--- src/rtl/uart_command_parser.sv ---
// uart_command_parser: turns framed host commands arriving from uart_rx into
// token/weight BRAM word writes and a matmul start pulse. Frames that stall
// between bytes for longer than TIMEOUT_CYCLES are aborted.
module uart_command_parser #(
  parameter int ADDR_WIDTH     = 10,
  parameter int DATA_WIDTH     = 16,
  parameter int TIMEOUT_CYCLES = 20000
) (
  input  logic                  clk,
  input  logic                  rst,
  input  logic [7:0]            rx_data,
  input  logic                  rx_valid,
  input  logic                  layer_busy,
  output logic                  token_wr_en,
  output logic [ADDR_WIDTH-1:0] token_wr_addr,
  output logic [DATA_WIDTH-1:0] token_wr_data,
  output logic                  weight_wr_en,
  output logic [ADDR_WIDTH-1:0] weight_wr_addr,
  output logic [DATA_WIDTH-1:0] weight_wr_data,
  output logic                  start_matmul,
  output logic                  frame_active,
  output logic                  frame_error
);

  localparam int BYTES = DATA_WIDTH / 8;
  localparam int BCW   = (BYTES > 1) ? $clog2(BYTES) : 1;
  localparam int TW    = $clog2(TIMEOUT_CYCLES + 1);

  localparam logic [7:0] OP_TOKEN  = 8'hA1;
  localparam logic [7:0] OP_WEIGHT = 8'hA2;
  localparam logic [7:0] OP_START  = 8'hA3;

  typedef enum logic [2:0] {
    S_IDLE,
    S_ADDR_HI,
    S_ADDR_LO,
    S_CNT_HI,
    S_CNT_LO,
    S_DATA
  } state_t;

  state_t                r_state;
  logic                  r_is_weight;
  logic [7:0]            r_addr_hi;
  logic [7:0]            r_cnt_hi;
  logic [ADDR_WIDTH-1:0] r_addr;
  logic [15:0]           r_remaining;
  logic [BCW-1:0]        r_byte_cnt;
  logic [DATA_WIDTH-1:0] r_word;
  logic [TW-1:0]         r_timeout;

  // Word assembled from the bytes received so far plus the one arriving now (MSB first).
  logic [DATA_WIDTH-1:0] w_word_next;
  assign w_word_next = (r_word << 8) | DATA_WIDTH'(rx_data);

  // Frame FSM, timeout counter and all registered outputs.
  always_ff @(posedge clk or posedge rst) begin
    if (rst) begin
      r_state        <= S_IDLE;
      r_is_weight    <= 1'b0;
      r_addr_hi      <= '0;
      r_cnt_hi       <= '0;
      r_addr         <= '0;
      r_remaining    <= '0;
      r_byte_cnt     <= '0;
      r_word         <= '0;
      r_timeout      <= '0;
      token_wr_en    <= 1'b0;
      token_wr_addr  <= '0;
      token_wr_data  <= '0;
      weight_wr_en   <= 1'b0;
      weight_wr_addr <= '0;
      weight_wr_data <= '0;
      start_matmul   <= 1'b0;
      frame_active   <= 1'b0;
      frame_error    <= 1'b0;
    end else begin
      token_wr_en  <= 1'b0;
      weight_wr_en <= 1'b0;
      start_matmul <= 1'b0;
      frame_error  <= 1'b0;

      if (r_state == S_IDLE || rx_valid) r_timeout <= '0;
      else                               r_timeout <= r_timeout + TW'(1);

      if (r_state != S_IDLE && !rx_valid && r_timeout == TW'(TIMEOUT_CYCLES - 1)) begin
        // Stalled frame: drop any partial word, keep words already written.
        r_state      <= S_IDLE;
        frame_active <= 1'b0;
        frame_error  <= 1'b1;
      end else if (rx_valid) begin
        case (r_state)
          S_IDLE: begin
            if (rx_data == OP_TOKEN || rx_data == OP_WEIGHT) begin
              r_is_weight  <= (rx_data == OP_WEIGHT);
              r_state      <= S_ADDR_HI;
              frame_active <= 1'b1;
            end else if (rx_data == OP_START) begin
              if (layer_busy) frame_error  <= 1'b1;
              else            start_matmul <= 1'b1;
            end
          end
          S_ADDR_HI: begin
            r_addr_hi <= rx_data;
            r_state   <= S_ADDR_LO;
          end
          S_ADDR_LO: begin
            r_addr  <= ADDR_WIDTH'({r_addr_hi, rx_data});
            r_state <= S_CNT_HI;
          end
          S_CNT_HI: begin
            r_cnt_hi <= rx_data;
            r_state  <= S_CNT_LO;
          end
          S_CNT_LO: begin
            r_remaining <= {r_cnt_hi, rx_data};
            r_byte_cnt  <= '0;
            r_word      <= '0;
            if ({r_cnt_hi, rx_data} == 16'd0) begin
              r_state      <= S_IDLE;
              frame_active <= 1'b0;
            end else begin
              r_state <= S_DATA;
            end
          end
          S_DATA: begin
            if (r_byte_cnt == BCW'(BYTES - 1)) begin
              r_byte_cnt <= '0;
              r_word     <= '0;
              if (r_is_weight) begin
                weight_wr_en   <= 1'b1;
                weight_wr_addr <= r_addr;
                weight_wr_data <= w_word_next;
              end else begin
                token_wr_en    <= 1'b1;
                token_wr_addr  <= r_addr;
                token_wr_data  <= w_word_next;
              end
              r_addr      <= r_addr + ADDR_WIDTH'(1);
              r_remaining <= r_remaining - 16'd1;
              if (r_remaining == 16'd1) begin
                r_state      <= S_IDLE;
                frame_active <= 1'b0;
              end
            end else begin
              r_byte_cnt <= r_byte_cnt + BCW'(1);
              r_word     <= w_word_next;
            end
          end
          default: begin
            r_state      <= S_IDLE;
            frame_active <= 1'b0;
          end
        endcase
      end
    end
  end

endmodule

--- config.mk ---
export PLATFORM = sky130hd
export DESIGN_NAME = uart_command_parser
export DESIGN_NICKNAME = d
export VERILOG_FILES = /design/src/rtl/uart_command_parser.sv
export SDC_FILE = /design/constraint.sdc
export NUM_CORES = 1
export LEC_CHECK = 0
export BUFFER_PORTS_ARGS = -buffer_cell sky130_fd_sc_hd__buf_2
export CAP_MARGIN = 25
export CORE_ASPECT_RATIO = 1.4
export CORE_MARGIN = 1
export CORE_UTILIZATION = 50
export DETAILED_ROUTE_END_ITERATION = 8
export GPL_TIMING_DRIVEN = 0
export PLACE_DENSITY = 0.73
export SLEW_MARGIN = 15
export SYNTH_ARGS = -nofsm -noshare
export SYNTH_HDL_FRONTEND = slang
export SYNTH_SLANG_ARGS = --single-unit
--- constraint.sdc ---
create_clock -name clk -period 4.76 [get_ports clk]
set_clock_uncertainty 0.1 [all_clocks]
set_input_delay 0.714 -clock clk [delete_from_list [all_inputs] [get_ports clk]]
set_output_delay 0.714 -clock clk [all_outputs]
set_load 0.01 [all_outputs]
==> results.md <==
- CP Launch Type: flop
- Setup_tns: 0 ns
- Mapped Area: 0.00546 mm^2
- CP dominant cell by count: buf_2
- Clock-pin slew on the worst setup and hold paths: 0.06 ns
- CTS tree: yes
- Final ANT Viol Nets: 0
- Drc violations: 0
- VDD IR max: ~0.33 mV
- Cts hold-fix bufs: 0
- #FFs+latches synth: about 120
- Status: completed
- Worst r2r path cells: 7
- Antenna violations before repair: 0
- Die Span X: 90.4 um
- Vias in the first global route: between 4000 and 5000
- Clk sink count: between 100 and 150
- Synthesis Warnings: 0
- Highest net fanout along the worst path: 10
- Netlist cell types: 55
- Synth top area share: between 50% and 60%
- Fmax: roughly 440 MHz
- Hold crit path type: input port to async pin
- Sequential fraction of the synthesis area: ~55%
- Layout cells sized above 1: 31.4%
- Worst-skew pair later-pin latency: 0.41 ns
- Main area contributors after synthesis: dfrtp_1, mux2_2, nor2_1
- Routed WL: about 13000 um
- P_leak: between 3 and 4 nW
- Period minus WS final: approximately 2.2 ns
- Post-CTS sizing: 0
- Global Route Usage Sum: approximately a quarter
- Slowest cell on crit path: nor3_4
- H-tree depth: 4
- Post-synth top area cell: dfrtp_1
- Total CTS buffers: 17
- Root buf cell: clkbuf_16
- Final Power: 0.00379 W
- Synth Flop Type: dfrtp_1
- Initial Util: 52.0%
- Post-DP HPWL: 8890 um
- Largest net degree at the start of global routing: between 60 and 70
- Post-Synthesis Cells: slightly below 500
- Post-DR vias/cell: ~5.9
- Critical Path AT: ~2.5 ns
- Crit-path cells: buf_2 > nand3b_2 > a21o_1 > buf_2 > nor3_4 > buf_6 > mux2_2
- RR Startpoint: r_state[2]$_DFFE_PP0P_
- Post-synth ARST share: 100%
- FP Rows: between 40 and 50
- RSZ-0062 raised after global routing: no
- Max-cap violation count: 0
- Num ports: between 60 and 70
- Routability cong.: between 0.8 and 0.9
- Critical path's largest stage delay: between 0.4 and 0.5 ns
- Hold slack final: 0.295 ns
- Post-synthesis area per instance: 11.4 um^2
- Final Setup Violations: 0
- Tcrit/Tclk final: between 40% and 50%
- Max Slew Vio Count: 0
- Most frequent cells in the layout: dfrtp_1, buf_2, mux2_2
- Antenna Cells: 0
- CORE AREA: between 0.01 and 0.015 mm^2
- Pwr dens: between 500 and 600 mW/mm^2
- Most common cell after layout, fill and taps aside: dfrtp_1
- First-pass GRT wire length: roughly 22000 um
- Syn nets: 497
- Pre-Repair DR Iteration Count: 7
- Area growth, synth to finish: 21.8%
- Worst Tran Pin Value: 0.598 ns
- Routed wire length per instance: 18.4 um
- PortBufs: 68
- Crit path required time: just under 5 ns
- Final core utilization: around 63%
- CP startpoint: r_state[2]$_DFFE_PP0P_
- CP Class: flop to flop
- Fin nets: about 590
- Postcts setup bufs: 0
- Die boundary height: ~130 um
- Endpoints failing hold: 0
- Post-synth EDFFs: 0
- Congestion Overflow GR: 0
- Slew HR: 59.7%
- Clock buffer depth: 2
- First DRT Iteration DRCs: 257
- Critical Path Sink Type: flop
- Routed via count: ~4300
- Die area: about 0.011 mm^2
[synth_stat cells (5+ instances only)]
master     instances
o21ai_0           23
inv_1             12
o22ai_1            6
xor2_1            10
nand3_1           19
a21oi_1           28
dfrtp_1          121
nand2_1           25
o2bb2ai_1          5
and3_1            10
clkbuf_1          12
buf_2              9
nor2_1            41
nor3_1            14
a31oi_1            6
mux2_2            60
nand4_1            6
a22o_1            10
nor4_1             8
[metal layers]
layer | part of all wire (%) | wire [um] | track usage, % | vias up
met1 | 40 | 5290 | 30.3 | 2116
met3 | 5.2 | 690 | 5.74 | 36
met4 | 3.2 | 418 | 11.7 | 0
met2 | 52 | 6810 | 42.2 | 178
met5 | 0 | 0 | 0 | -
li1 | - | - | - | 1926
[registers in the layout, summed over array words and instances, names as in the netlist, 10 cells and up]
name            flops
weight_wr_data     16
r_addr             10
r_remaining        16
token_wr_addr      10
token_wr_data      16
r_timeout          15
weight_wr_addr     10
[critical path: cells and delay by family, from the launching register on]
family	cells	cell delay, ns
flip-flops	1	0.33
multiplexers	1	0.36
AND/OR/NAND/NOR	2	0.55
buffers and inverters	3	0.62
AO/OA/AOI/OAI	1	0.16
[cell families after synthesis]
family / after synthesis / share of synthesized area [%]
buf+inv: 37 / 3.05
simple gates: 144 / 13.9
compound gates: 99 / 11.7
mux: 62 / 12.8
fa+ha+maj: 4 / 0.916
flops: 121 / 55.4
xor+xnor: 14 / 2.24
[path summary, 6_finish.rpt]
kind / slack (ns) / endpoint
max in group asynchronous: 3.59 / r_timeout[4]$_DFF_PP0_
max reg2reg: 2.51 / token_wr_data[10]$_DFFE_PP0P_
max: 2.51 / token_wr_data[10]$_DFFE_PP0P_
min in group clk: 0.38 / start_matmul$_DFF_PP0_
min: 0.29 / weight_wr_addr[6]$_DFFE_PP0P_
min reg2reg: 0.39 / token_wr_addr[4]$_DFFE_PP0P_
[area by class of cell]
cell class / count / area (um^2)
well taps: 138 / 173
fillers: 843 / 3860
plain buffers: 25 / 121
multi-input cells: 323 / 2270
clock inverters: 13 / 193
inverters: 12 / 50.0
repair buffers: 69 / 368
clock buffers: 19 / 453
flip-flops and latches: 121 / 3030
[metrics by stage]
step,std cells,setup WS [ns],area [um^2]
CTS,720,2.49,6660
global route,720,2.38,6660
detailed placement,688,2.12,6010
global placement,687,-0.462,5980
floorplan,481,0.732,5460
finish,720,2.51,6660
[power breakdown]
part	switching (W)	total, W	internal [W]
Sequential	0.000252	0.00154	0.00128
Combinational	0.000489	0.000875	0.000385
Clock	0.000472	0.00138	0.000907
Total	0.00121	0.00379	0.00258
Power figures use the tool's default switching activity.
